[config.mk]
export PLATFORM = sky130hd
export DESIGN_NAME = ysyx_23060203_ifu_fq_flat
export DESIGN_NICKNAME = d
export VERILOG_FILES = /design/src/rtl/ysyx_23060203_ifu_fq_if.sv /design/src/rtl/ysyx_23060203_ifu_fq.sv /design/src/flat_wrapper.sv
export SDC_FILE = /design/constraint.sdc
export NUM_CORES = 1
export LEC_CHECK = 0
export BUFFER_PORTS_ARGS = -buffer_cell sky130_fd_sc_hd__buf_2
export CORE_MARGIN = 8
export CORE_UTILIZATION = 53
export CTS_CLUSTER_DIAMETER = 40
export CTS_CLUSTER_SIZE = 14
export DETAILED_ROUTE_END_ITERATION = 8
export HOLD_SLACK_MARGIN = 0.15
export PLACE_DENSITY = 0.74
export SLEW_MARGIN = 20
export SYNTH_ARGS = -nofsm -noshare
export SYNTH_HDL_FRONTEND = slang
export SYNTH_SLANG_ARGS = --single-unit
[constraint.sdc]
create_clock -name clock -period 7.23 [get_ports clock]
set_input_delay 0.723 -clock clock [delete_from_list [all_inputs] [get_ports clock]]
set_output_delay 0.723 -clock clock [all_outputs]
set_load 0.01 [all_outputs]
[src/rtl/ysyx_23060203_ifu_fq_if.sv]
// Fetch-queue bus: ICache lookup, EXU/CSR redirects and the IDU-facing queue head.
// The master side is the fetch unit; the slave side is its surroundings.
interface ysyx_23060203_ifu_fq_if #(
  parameter int unsigned DEPTH = 4
);
  localparam int unsigned CNT_W = $clog2(DEPTH + 1);

  logic [31:0]      cache_addr;
  logic             cache_hit;
  logic [31:0]      cache_inst;
  logic             jump_flush;
  logic [31:0]      jump_dnpc;
  logic             cs_flush;
  logic [31:0]      cs_dnpc;
  logic             out_valid;
  logic             out_ready;
  logic [31:0]      out_pc;
  logic [31:0]      out_inst;
  logic             out_pred_taken;
  logic [31:0]      out_pred_npc;
  logic [CNT_W-1:0] fq_count;

  modport master (
    output cache_addr,
    input  cache_hit, cache_inst,
    input  jump_flush, jump_dnpc, cs_flush, cs_dnpc,
    output out_valid,
    input  out_ready,
    output out_pc, out_inst, out_pred_taken, out_pred_npc, fq_count
  );

  modport slave (
    input  cache_addr,
    output cache_hit, cache_inst,
    output jump_flush, jump_dnpc, cs_flush, cs_dnpc,
    input  out_valid,
    output out_ready,
    input  out_pc, out_inst, out_pred_taken, out_pred_npc, fq_count
  );
endinterface

[src/rtl/ysyx_23060203_ifu_fq.sv]
// Instruction-fetch front end with static next-PC prediction and a DEPTH-entry fetch queue.
// Define YSYX_IFU_JAL_PRED_EN to predict JAL taken; otherwise JAL is fetched sequentially.
module ysyx_23060203_ifu_fq #(
  parameter int unsigned DEPTH    = 4,
  parameter logic [31:0] RESET_PC = 32'h8000_0000
) (
  input  logic                     clock,
  input  logic                     reset,
  ysyx_23060203_ifu_fq_if.master   bus
);
  localparam int unsigned PTR_W = $clog2(DEPTH);
  localparam int unsigned CNT_W = $clog2(DEPTH + 1);

  typedef struct packed {
    logic [31:0] pc;
    logic [31:0] inst;
    logic        taken;
    logic [31:0] npc;
  } fq_entry_t;

  typedef enum logic {S_RUN, S_PEND} state_t;

  state_t           state, state_n;
  logic [31:0]      fetch_pc, pc_n;
  logic [31:0]      pend_pc, pend_pc_n;
  logic [CNT_W-1:0] count;
  logic [PTR_W-1:0] rptr, wptr;
  fq_entry_t        mem [DEPTH];

  logic        flush, enq, deq, out_valid_c;
  logic [31:0] dnpc, pred_npc, imm_b, imm_j;
  logic        pred_taken;
  fq_entry_t   wr_entry;

  assign flush = bus.cs_flush | bus.jump_flush;
  assign dnpc  = bus.cs_flush ? bus.cs_dnpc : bus.jump_dnpc;
  assign imm_b = {{20{bus.cache_inst[31]}}, bus.cache_inst[7], bus.cache_inst[30:25],
                  bus.cache_inst[11:8], 1'b0};
  assign imm_j = {{12{bus.cache_inst[31]}}, bus.cache_inst[19:12], bus.cache_inst[20],
                  bus.cache_inst[30:21], 1'b0};

  // Static prediction: backward conditional branches taken, everything else sequential.
  always_comb begin
    pred_taken = 1'b0;
    pred_npc   = fetch_pc + 32'd4;
    if (bus.cache_inst[6:2] == 5'b11000 && bus.cache_inst[31]) begin
      pred_taken = 1'b1;
      pred_npc   = fetch_pc + imm_b;
    end
`ifdef YSYX_IFU_JAL_PRED_EN
    if (bus.cache_inst[6:2] == 5'b11011) begin
      pred_taken = 1'b1;
      pred_npc   = fetch_pc + imm_j;
    end
`endif
  end

  assign out_valid_c = (count != '0) & ~flush;
  assign deq         = out_valid_c & bus.out_ready;
  assign enq         = bus.cache_hit & ~flush & (state == S_RUN) &
                       ((count < CNT_W'(DEPTH)) | deq);
  assign wr_entry    = '{pc: fetch_pc, inst: bus.cache_inst, taken: pred_taken, npc: pred_npc};

  // Redirect tracking: a miss-time flush waits for the in-flight refill before retargeting.
  always_comb begin
    state_n   = state;
    pc_n      = fetch_pc;
    pend_pc_n = pend_pc;
    if (flush) begin
      if (bus.cache_hit) begin
        pc_n    = dnpc;
        state_n = S_RUN;
      end else begin
        pend_pc_n = dnpc;
        state_n   = S_PEND;
      end
    end else if (state == S_PEND) begin
      if (bus.cache_hit) begin
        pc_n    = pend_pc;
        state_n = S_RUN;
      end
    end else if (enq) begin
      pc_n = pred_npc;
    end
  end

  always_ff @(posedge clock) begin
    if (reset) begin
      state    <= S_RUN;
      fetch_pc <= RESET_PC;
      pend_pc  <= '0;
    end else begin
      state    <= state_n;
      fetch_pc <= pc_n;
      pend_pc  <= pend_pc_n;
    end
  end

  // Queue storage; a flush wins over any simultaneous push or pop.
  always_ff @(posedge clock) begin
    if (reset) begin
      count <= '0;
      rptr  <= '0;
      wptr  <= '0;
      mem   <= '{default: '0};
    end else if (flush) begin
      count <= '0;
      rptr  <= '0;
      wptr  <= '0;
    end else begin
      count <= count + CNT_W'(enq) - CNT_W'(deq);
      if (deq) rptr <= rptr + PTR_W'(1);
      if (enq) begin
        mem[wptr] <= wr_entry;
        wptr      <= wptr + PTR_W'(1);
      end
    end
  end

  assign bus.cache_addr     = fetch_pc;
  assign bus.out_valid      = out_valid_c;
  assign bus.out_pc         = mem[rptr].pc;
  assign bus.out_inst       = mem[rptr].inst;
  assign bus.out_pred_taken = mem[rptr].taken;
  assign bus.out_pred_npc   = mem[rptr].npc;
  assign bus.fq_count       = count;
endmodule

[src/flat_wrapper.sv]
// flat-port wrapper written by rule: the top's interface ports become plain ports
module ysyx_23060203_ifu_fq_flat 
#(
  parameter int unsigned DEPTH    = 4,
  parameter logic [31:0] RESET_PC = 32'h8000_0000
)
  (clock, reset, bus_cache_addr, bus_cache_hit, bus_cache_inst, bus_jump_flush, bus_jump_dnpc, bus_cs_flush, bus_cs_dnpc, bus_out_valid, bus_out_ready, bus_out_pc, bus_out_inst, bus_out_pred_taken, bus_out_pred_npc, bus_fq_count);
  ysyx_23060203_ifu_fq_if #(.DEPTH(DEPTH)) bus_i ();
  input  logic clock;
  input  logic reset;
  output wire logic [$bits(bus_i.cache_addr)-1:0] bus_cache_addr;
  input wire logic [$bits(bus_i.cache_hit)-1:0] bus_cache_hit;
  input wire logic [$bits(bus_i.cache_inst)-1:0] bus_cache_inst;
  input wire logic [$bits(bus_i.jump_flush)-1:0] bus_jump_flush;
  input wire logic [$bits(bus_i.jump_dnpc)-1:0] bus_jump_dnpc;
  input wire logic [$bits(bus_i.cs_flush)-1:0] bus_cs_flush;
  input wire logic [$bits(bus_i.cs_dnpc)-1:0] bus_cs_dnpc;
  output wire logic [$bits(bus_i.out_valid)-1:0] bus_out_valid;
  input wire logic [$bits(bus_i.out_ready)-1:0] bus_out_ready;
  output wire logic [$bits(bus_i.out_pc)-1:0] bus_out_pc;
  output wire logic [$bits(bus_i.out_inst)-1:0] bus_out_inst;
  output wire logic [$bits(bus_i.out_pred_taken)-1:0] bus_out_pred_taken;
  output wire logic [$bits(bus_i.out_pred_npc)-1:0] bus_out_pred_npc;
  output wire logic [$bits(bus_i.fq_count)-1:0] bus_fq_count;
  assign bus_cache_addr = bus_i.cache_addr;
  assign bus_i.cache_hit = bus_cache_hit;
  assign bus_i.cache_inst = bus_cache_inst;
  assign bus_i.jump_flush = bus_jump_flush;
  assign bus_i.jump_dnpc = bus_jump_dnpc;
  assign bus_i.cs_flush = bus_cs_flush;
  assign bus_i.cs_dnpc = bus_cs_dnpc;
  assign bus_out_valid = bus_i.out_valid;
  assign bus_i.out_ready = bus_out_ready;
  assign bus_out_pc = bus_i.out_pc;
  assign bus_out_inst = bus_i.out_inst;
  assign bus_out_pred_taken = bus_i.out_pred_taken;
  assign bus_out_pred_npc = bus_i.out_pred_npc;
  assign bus_fq_count = bus_i.fq_count;
  ysyx_23060203_ifu_fq #(.DEPTH(DEPTH), .RESET_PC(RESET_PC)) u_core (.clock(clock), .reset(reset), .bus(bus_i));
endmodule
==> summary.txt, run 1 <==
Status
  – Status: finished, final reports clean

CTS
  – Num CTS Buffers: 58
  – Root Buffer: clkbuf_16
  – Hold-fix buffers, CTS: 0
  – Clock-pin slew on the worst setup and hold paths: 0.06 ns
  – Post-CTS Resized: 0
  – Worst-skew pair later-pin latency: 0.62 ns
  – Post-CTS Repair Setup Buffers: 0
  – CTS tree: yes
  – Sink Count: 456
  – Worst-case clock buffer depth: 3
  – H-tree Lvls: 2

Setup path
  – Bufs and invs on worst path: 4
  – CP Depth: 9
  – Crit-path most repeated cell: buf_4
  – Worst setup path start: bus_jump_flush
  – Critical Path Fanout Max: 65
  – Critical Path Max Stage Delay: 0.88 ns
  – WP data arrival: 4.71 ns
  – Critical-path cell list: buf_2 -> buf_4 -> or3_1 -> o21a_2 -> buf_4 -> and3_4 -> buf_4 -> nand2_1 -> a21oi_1
  – Flop2flop setup slack: 3.26 ns
  – Launch point of the worst reg-to-reg path: u_core.state$_SDFF_PP0_
  – Crit path kind: input pin to flip-flop
  – CP required: 7.76 ns
  – Crit path max-delay family: buffers and inverters
  – Worst Setup Start Kind: input pin
  – RR Endpoint: u_core.mem[165]$_SDFFE_PP0P_
  – Worst Reg-to-Reg Cells: 8
  – CP Capture Type: flip-flop
  – CP max stage cell: and3_4

Timing
  – Final worst path period share: 57.9%
  – Min Tclk post-route: 4.18 ns
  – WHS: 0.370 ns
  – Slew HR: 21.6%
  – Worst-Margin Slew: 1.16 ns
  – Total negative setup slack: 0 ns
  – Setup Viol. Count Final: 0
  – Pins Over Slew Limit: 0
  – Max frequency: 239 MHz
  – Final hold violation count: 0
  – RSZ-0062 raised after global routing: no
  – Clk_skew: 0.0168 ns

Route
  – Detailed-route DRC error count: 0
  – Vias: 19800
  – Antenna-violating nets left: 0
  – WL/cell: 20.2 um
  – Initial drt markers: 2132
  – TritonRoute pass-1 iters: 6
  – Drt via density: 5.98
  – Wirelength, routed: 67000 um

Hold path
  – Min-delay src: bus_cache_inst[23]
  – Cells on Worst Hold Path: 3
  – WHS Endpoint: u_core.mem[56]$_SDFFE_PP0P_
  – Min-Delay Path Class: input pin to flip-flop

Synthesis
  – Warnings, synthesis: 0
  – Synth Area per Inst: 8.19 um^2
  – Mapped Nets: 2788
  – Post-synth ARST share: 0%
  – Synth unique cells: 77
  – Seq cells post-synth: 456
  – Synthesized area: 0.0217 mm^2
  – Count of flip-flops with a built-in enable after synthesis: 0
  – Synth Flop Type: dfxtp_1
  – Synthesized instance count: 2647
  – Register area share after synthesis: 42.1%

Floorplan
  – Die Height: 218 um
  – Top Ports: 235
  – FP Rows: 74
  – Core ar.: 0.0406 mm^2
  – Initial Util: 53.4%
  – Die footprint: 0.0476 mm^2
  – Die span in x: 218 um

Pwr
  – Peak VDD IR: 0.174 mV
  – Static leakage: 9.08 nW
  – Pwr dens: 248 mW/mm^2

Placement
  – HPWL Detailed: 43100 um
  – Placer Congestion: 0.915
  – Port bufs: 234

Layout
  – Final #Nets: 2873
  – Area Overhead vs Synth: 15.2%
  – Filler cell count: 3470
  – Layout cells sized above 1: 18.1%

Global routing
  – Gr ovfl total: 0
  – Global-route usage over all layers: 27.2%
  – First-pass GRT wire length: 105000 um
  – Initial antenna violation count: 2
  – Largest net degree at the start of global routing: 143
  – Vias in the first global route: 18900

Job
  – Number of maximum-capacitance violations: 0
[area by class of cell]
type	instances	area, um^2	area share, %
multi-input cells	1940	11700	46.7
flip-flops and latches	456	9140	36.6
clock buffers	62	1490	5.95
repair buffers	260	1400	5.60
well taps	532	666	2.67
clock inverters	47	561	2.24
inverters	16	60.1	0.240
diodes	1	2.50	0.0100
[flip-flops by register name, summed over array words and instances (netlist names)]
name and flops:
u_core.pend_pc 32, u_core.rptr 2, u_core.mem 384, u_core.bus.fq_count 3, u_core.state 1, u_core.bus.cache_addr 32, u_core.wptr 2
[logic make-up (layout without fill, tap and decap cells)]
group / count (synthesis) / after routing / synth area share, %
adders and majority gates: 39 / 39 / 2.32
and+or+nand+nor: 1106 / 1106 / 20.4
other: 0 / 1 / 0
muxes: 120 / 120 / 11.1
xor gates and xnor gates: 49 / 49 / 1.98
buffers and inverters: 251 / 385 / 4.51
DFF: 456 / 456 / 42.1
AOI/OAI and AO/OA: 626 / 626 / 17.6
[layout by cell type, fill, tap and decap left out, drive strengths merged, types with 18 or more instances in the layout]
cell | Yosys | final
a211oi | 78 | 78
a21oi | 393 | 393
a311oi | 23 | 23
buf | 39 | 260
clkbuf | 196 | 62
dfxtp | 456 | 456
ha | 37 | 37
inv | 16 | 35
mux2i | 23 | 23
mux4 | 96 | 96
nand2 | 712 | 712
nor2 | 269 | 269
nor3 | 42 | 42
o21ai | 32 | 32
xnor2 | 31 | 31
xor2 | 18 | 18
[power by group]
group	total (mW)	internal [mW]	switching, mW
logic	0.551	0.194	0.357
clock network	3.02	1.79	1.23
registers	2.62	2.56	0.0656
[layer usage]
layer,GRT usage (%),vias to the layer above,wire (um)
met5,0,-,13
met2,42.7,902,30800
li1,-,9308,-
met3,5.65,119,6030
met1,36.8,9486,28000
met4,9.58,2,2120
[synth_stat cells, drive strengths merged, types with 3 or more instances]
| library cell | instances | share of area, % |
|---|---|---|
| a211oi | 78 | 2.8 |
| a21boi | 3 | 0.10 |
| a21o | 16 | 0.55 |
| a21oi | 393 | 9.1 |
| a221oi | 13 | 0.58 |
| a311oi | 23 | 0.96 |
| a31oi | 4 | 0.12 |
| and2 | 10 | 0.31 |
| and3 | 15 | 0.43 |
| buf | 39 | 0.83 |
| clkbuf | 196 | 3.4 |
| dfxtp | 456 | 42 |
| ha | 37 | 2.1 |
| inv | 16 | 0.28 |
| mux2i | 23 | 1.1 |
| mux4 | 96 | 10 |
| nand2 | 712 | 12 |
| nand2b | 6 | 0.17 |
| nand3 | 16 | 0.37 |
| nand3b | 4 | 0.14 |
| nand4 | 6 | 0.17 |
| nor2 | 269 | 4.7 |
| nor2b | 4 | 0.12 |
| nor3 | 42 | 0.99 |
| o211a | 3 | 0.14 |
| o211ai | 12 | 0.46 |
| o21a | 15 | 0.53 |
| o21ai | 32 | 0.81 |
| o221a | 3 | 0.16 |
| o221ai | 5 | 0.20 |
| o311ai | 5 | 0.20 |
| o31ai | 3 | 0.13 |
| or2 | 4 | 0.12 |
| or3 | 7 | 0.23 |
| xnor2 | 31 | 1.3 |
| xor2 | 18 | 0.73 |
[worst max path at each step]
stage	endpoint	slack, ns
floorplan	u_core.bus.cache_addr[28]$_SDFFE_PP0P_	4.08
global placement	u_core.mem[174]$_SDFFE_PP0P_	2.68
detailed placement	u_core.mem[165]$_SDFFE_PP0P_	2.55
CTS	u_core.mem[148]$_SDFFE_PP0P_	3.16
global route	u_core.mem[169]$_SDFFE_PP0P_	2.87
finish	u_core.mem[165]$_SDFFE_PP0P_	3.05
[metrics by stage]
step           area (um^2)  instances  worst slack (ns)  util (%)  total power [mW]
2_1_floorplan        21700       2647              4.08         -              3.01
5_1_grt              25000       3314              2.87      61.4              6.38
4_1_cts              25000       3313              3.16      61.4              6.20
3_5_place_dp         22900       3204              2.55      56.4              3.21
6_report             25000       3314              3.05      61.4              6.19
3_3_place_gp         22900       3203              2.68      56.3              3.20
[tightest hold or removal path, stage by stage]
cell	delay (ns)
buf_2	0.12
nand2_1	0.05
a21oi_1	0.05
No activity file was read; power rests on OpenSTA's default activity.
==> run 2, diff against run 1 <==
==> constraint.sdc (replaced) <==
create_clock -name clock -period 4.39 [get_ports clock]
set_input_delay 0.439 -clock clock [delete_from_list [all_inputs] [get_ports clock]]
set_output_delay 0.439 -clock clock [all_outputs]
set_load 0.01 [all_outputs]
==> summary.txt, run 2 (synthesis results as in run 1) <==
CTS
  – Sink Count: 456 (unchanged)
  – Root Buffer: clkbuf_16 (unchanged)
  – Num CTS Buffers: 61 (was 58)
  – Worst-skew pair later-pin latency: 0.62 ns (about the same)
  – Clock-pin slew on the worst setup and hold paths: 0.06 ns (about the same)
  – Post-CTS Resized: 0 (unchanged)
  – CTS tree: yes (unchanged)
  – H-tree Lvls: 2 (unchanged)
  – Worst-case clock buffer depth: 3 (unchanged)

Layout
  – Register with the most flip-flops: u_core.mem (unchanged)
  – Filler cell count: 3424 (was 3470)
  – Area Overhead vs Synth: 19.4% (was 15.2%)
  – Final #Nets: 2958 (was 2873)
  – Multi-input logic area: 0.0117 mm^2 (unchanged)
  – Sequential Area: 0.00914 mm^2 (unchanged)
  – Max reg flops: 384 (unchanged)
  – Layout cells sized above 1: 18.5% (was 18.1%)
  – Most common cell after layout, fill and taps aside: nand2_1 (unchanged)
  – Most frequent cells in the layout: nand2_1, dfxtp_1, a21oi_1 (unchanged)

Hold path
  – Min-delay src: bus_cs_dnpc[25] (was bus_cache_inst[23])
  – Min-Delay Path Class: input pin to flip-flop (unchanged)

Setup path
  – Launch point of the worst reg-to-reg path: u_core.bus.cache_addr[4]$_SDFFE_PP0P_ (was u_core.state$_SDFF_PP0_)
  – Flop2flop setup slack: 0.84 ns (was 3.26 ns)
  – Worst Reg-to-Reg Cells: 10 (was 8)
  – CP Capture Type: flip-flop (unchanged)
  – Crit path kind: flip-flop to flip-flop (was input pin to flip-flop)
  – Worst Setup EP: u_core.bus.cache_addr[16]$_SDFFE_PP0P_ (was u_core.mem[165]$_SDFFE_PP0P_)
  – Worst Setup Start Kind: flip-flop (was input pin)
  – CP required: 4.91 ns (was 7.76 ns)
  – Critical Path Fanout Max: 11 (was 65)
  – Worst setup path start: u_core.bus.cache_addr[4]$_SDFFE_PP0P_ (was bus_jump_flush)
  – RR Endpoint: u_core.bus.cache_addr[16]$_SDFFE_PP0P_ (was u_core.mem[165]$_SDFFE_PP0P_)
  – WP data arrival: 4.07 ns (was 4.71 ns)

Pwr
  – Peak VDD IR: 0.350 mV (was 0.174 mV)
  – Static leakage: 9.52 nW (was 9.08 nW)
  – Pwr dens: 396 mW/mm^2 (was 248 mW/mm^2)

Floorplan
  – Die footprint: 0.0476 mm^2 (unchanged)
  – Top Ports: 235 (unchanged)
  – Core ar.: 0.0406 mm^2 (unchanged)
  – Die Height: 218 um (unchanged)
  – Initial Util: 53.4% (unchanged)
  – Die span in x: 218 um (unchanged)
  – FP Rows: 74 (unchanged)

Timing
  – Max frequency: 282 MHz
  – Worst-Margin Slew: 1.02 ns (was 1.16 ns)
  – Clk_skew: 0.0159 ns (was 0.0168 ns)
  – Final worst path period share: 80.9%
  – RSZ-0062 raised after global routing: no (unchanged)
  – WHS: 0.177 ns (was 0.370 ns)
  – Pins Over Slew Limit: 0 (unchanged)
  – Total negative setup slack: 0 ns (unchanged)
  – Setup Viol. Count Final: 0 (unchanged)
  – Min Tclk post-route: 3.55 ns
  – Slew HR: 32.0% (was 21.6%)
  – Final WS setup: 0.838 ns (was 3.05 ns)
  – Final hold violation count: 0 (unchanged)

Status
  – Status: finished, final reports clean (unchanged)

Route
  – TritonRoute pass-1 iters: 6 (unchanged)
  – WL met2: 32500 um (was 30800 um)
  – Detailed-route DRC error count: 0 (unchanged)
  – Max layer used: met4 (was met5)
  – Wl on met1: 28900 um (was 28000 um)
  – Met3 routed WL: 6530 um (was 6030 um)
  – Vias: 20300 (was 19800)
  – Wirelength, routed: 70500 um (was 67000 um)
  – Antenna-violating nets left: 0 (unchanged)
  – Drt via density: 5.97 (was 5.98)
  – Initial drt markers: 2120 (was 2132)
  – WL/cell: 20.7 um (was 20.2 um)

Placement
  – HPWL Detailed: 45700 um (was 43100 um)
  – Placer Congestion: 0.945 (was 0.915)
  – Port bufs: 234 (unchanged)
  – Dpl ws: 0.937 ns (was 2.55 ns)

Global routing
  – Largest net degree at the start of global routing: 133 (was 143)
  – Gr ovfl total: 0 (unchanged)
  – First-pass GRT wire length: 110000 um (was 105000 um)
  – Vias in the first global route: 19900 (was 18900)
  – Global-route usage over all layers: 28.7% (was 27.2%)
  – Initial antenna violation count: 3 (was 2)

Job
  – Number of maximum-capacitance violations: 0 (unchanged)
## run 2: area by class of cell
| class | instances | share of cell area, % |
|---|---|---|
| Antenna cell | 2 | 0.0193 |
| Clock buffer | 71 | 6.23 |
| Clock inverter | 43 | 1.77 |
| Inverter | 16 | 0.232 |
| Multi-Input combinational cell | 1940 | 45.0 |
| Sequential cell | 456 | 35.3 |
| Tap cell | 532 | 2.57 |
| Timing Repair Buffer | 342 | 8.87 |
## run 2: worst max-delay path, cell delays in order, from the launching register on
cell and delay [ns]:
dfxtp_1 0.63, ha_1 0.38, and2_4 0.18, a221o_1 0.33, o21a_2 0.26, a21o_1 0.21
a21oi_1 0.16, mux2_2 0.34, nor2_1 0.40, a221oi_1 0.22, a211oi_1 0.34
## run 2: what timing repair did
item,CTS,global route
hold buffers,56,0
setup buffers,0,0
endpoints found under the hold margin,138,0
## run 2: how the worst min path moves through the flow
stage | slack (ns) | cells past startpoint | to
2_1_floorplan | 0.43 | 2 | u_core.mem[310]$_SDFFE_PP0P_
3_3_place_gp | 0.44 | 2 | u_core.mem[177]$_SDFFE_PP0P_
3_5_place_dp | 0.44 | 2 | u_core.mem[36]$_SDFFE_PP0P_
4_1_cts | 0.15 | 3 | u_core.pend_pc[8]$_SDFFE_PP0P_
5_1_grt | 0.18 | 3 | u_core.pend_pc[25]$_SDFFE_PP0P_
6_report | 0.18 | 3 | u_core.pend_pc[25]$_SDFFE_PP0P_
## run 2: power by group
group	switching (mW)	internal, mW
Clock	2.02	2.94
Sequential	0.0929	4.21
Combinational	0.618	0.369
Total	2.73	7.52
## run 2: layer usage
layer | GRT usage, % | up-vias
li1 | - | 9521
met1 | 37.0 | 9710
met2 | 45.8 | 937
met3 | 6.89 | 128
met4 | 12.0 | 0
met5 | 0 | -
## run 2: through the flow
step | utilization (%) | instances | total power [mW] | instance area, um^2
global route | 63.7 | 3402 | 10.6 | 25900
floorplan | - | 2647 | 4.96 | 21700
detailed placement | 57.2 | 3230 | 5.31 | 23300
finish | 63.7 | 3402 | 10.3 | 25900
CTS | 63.7 | 3400 | 10.3 | 25900
global placement | 57.2 | 3230 | 5.29 | 23300
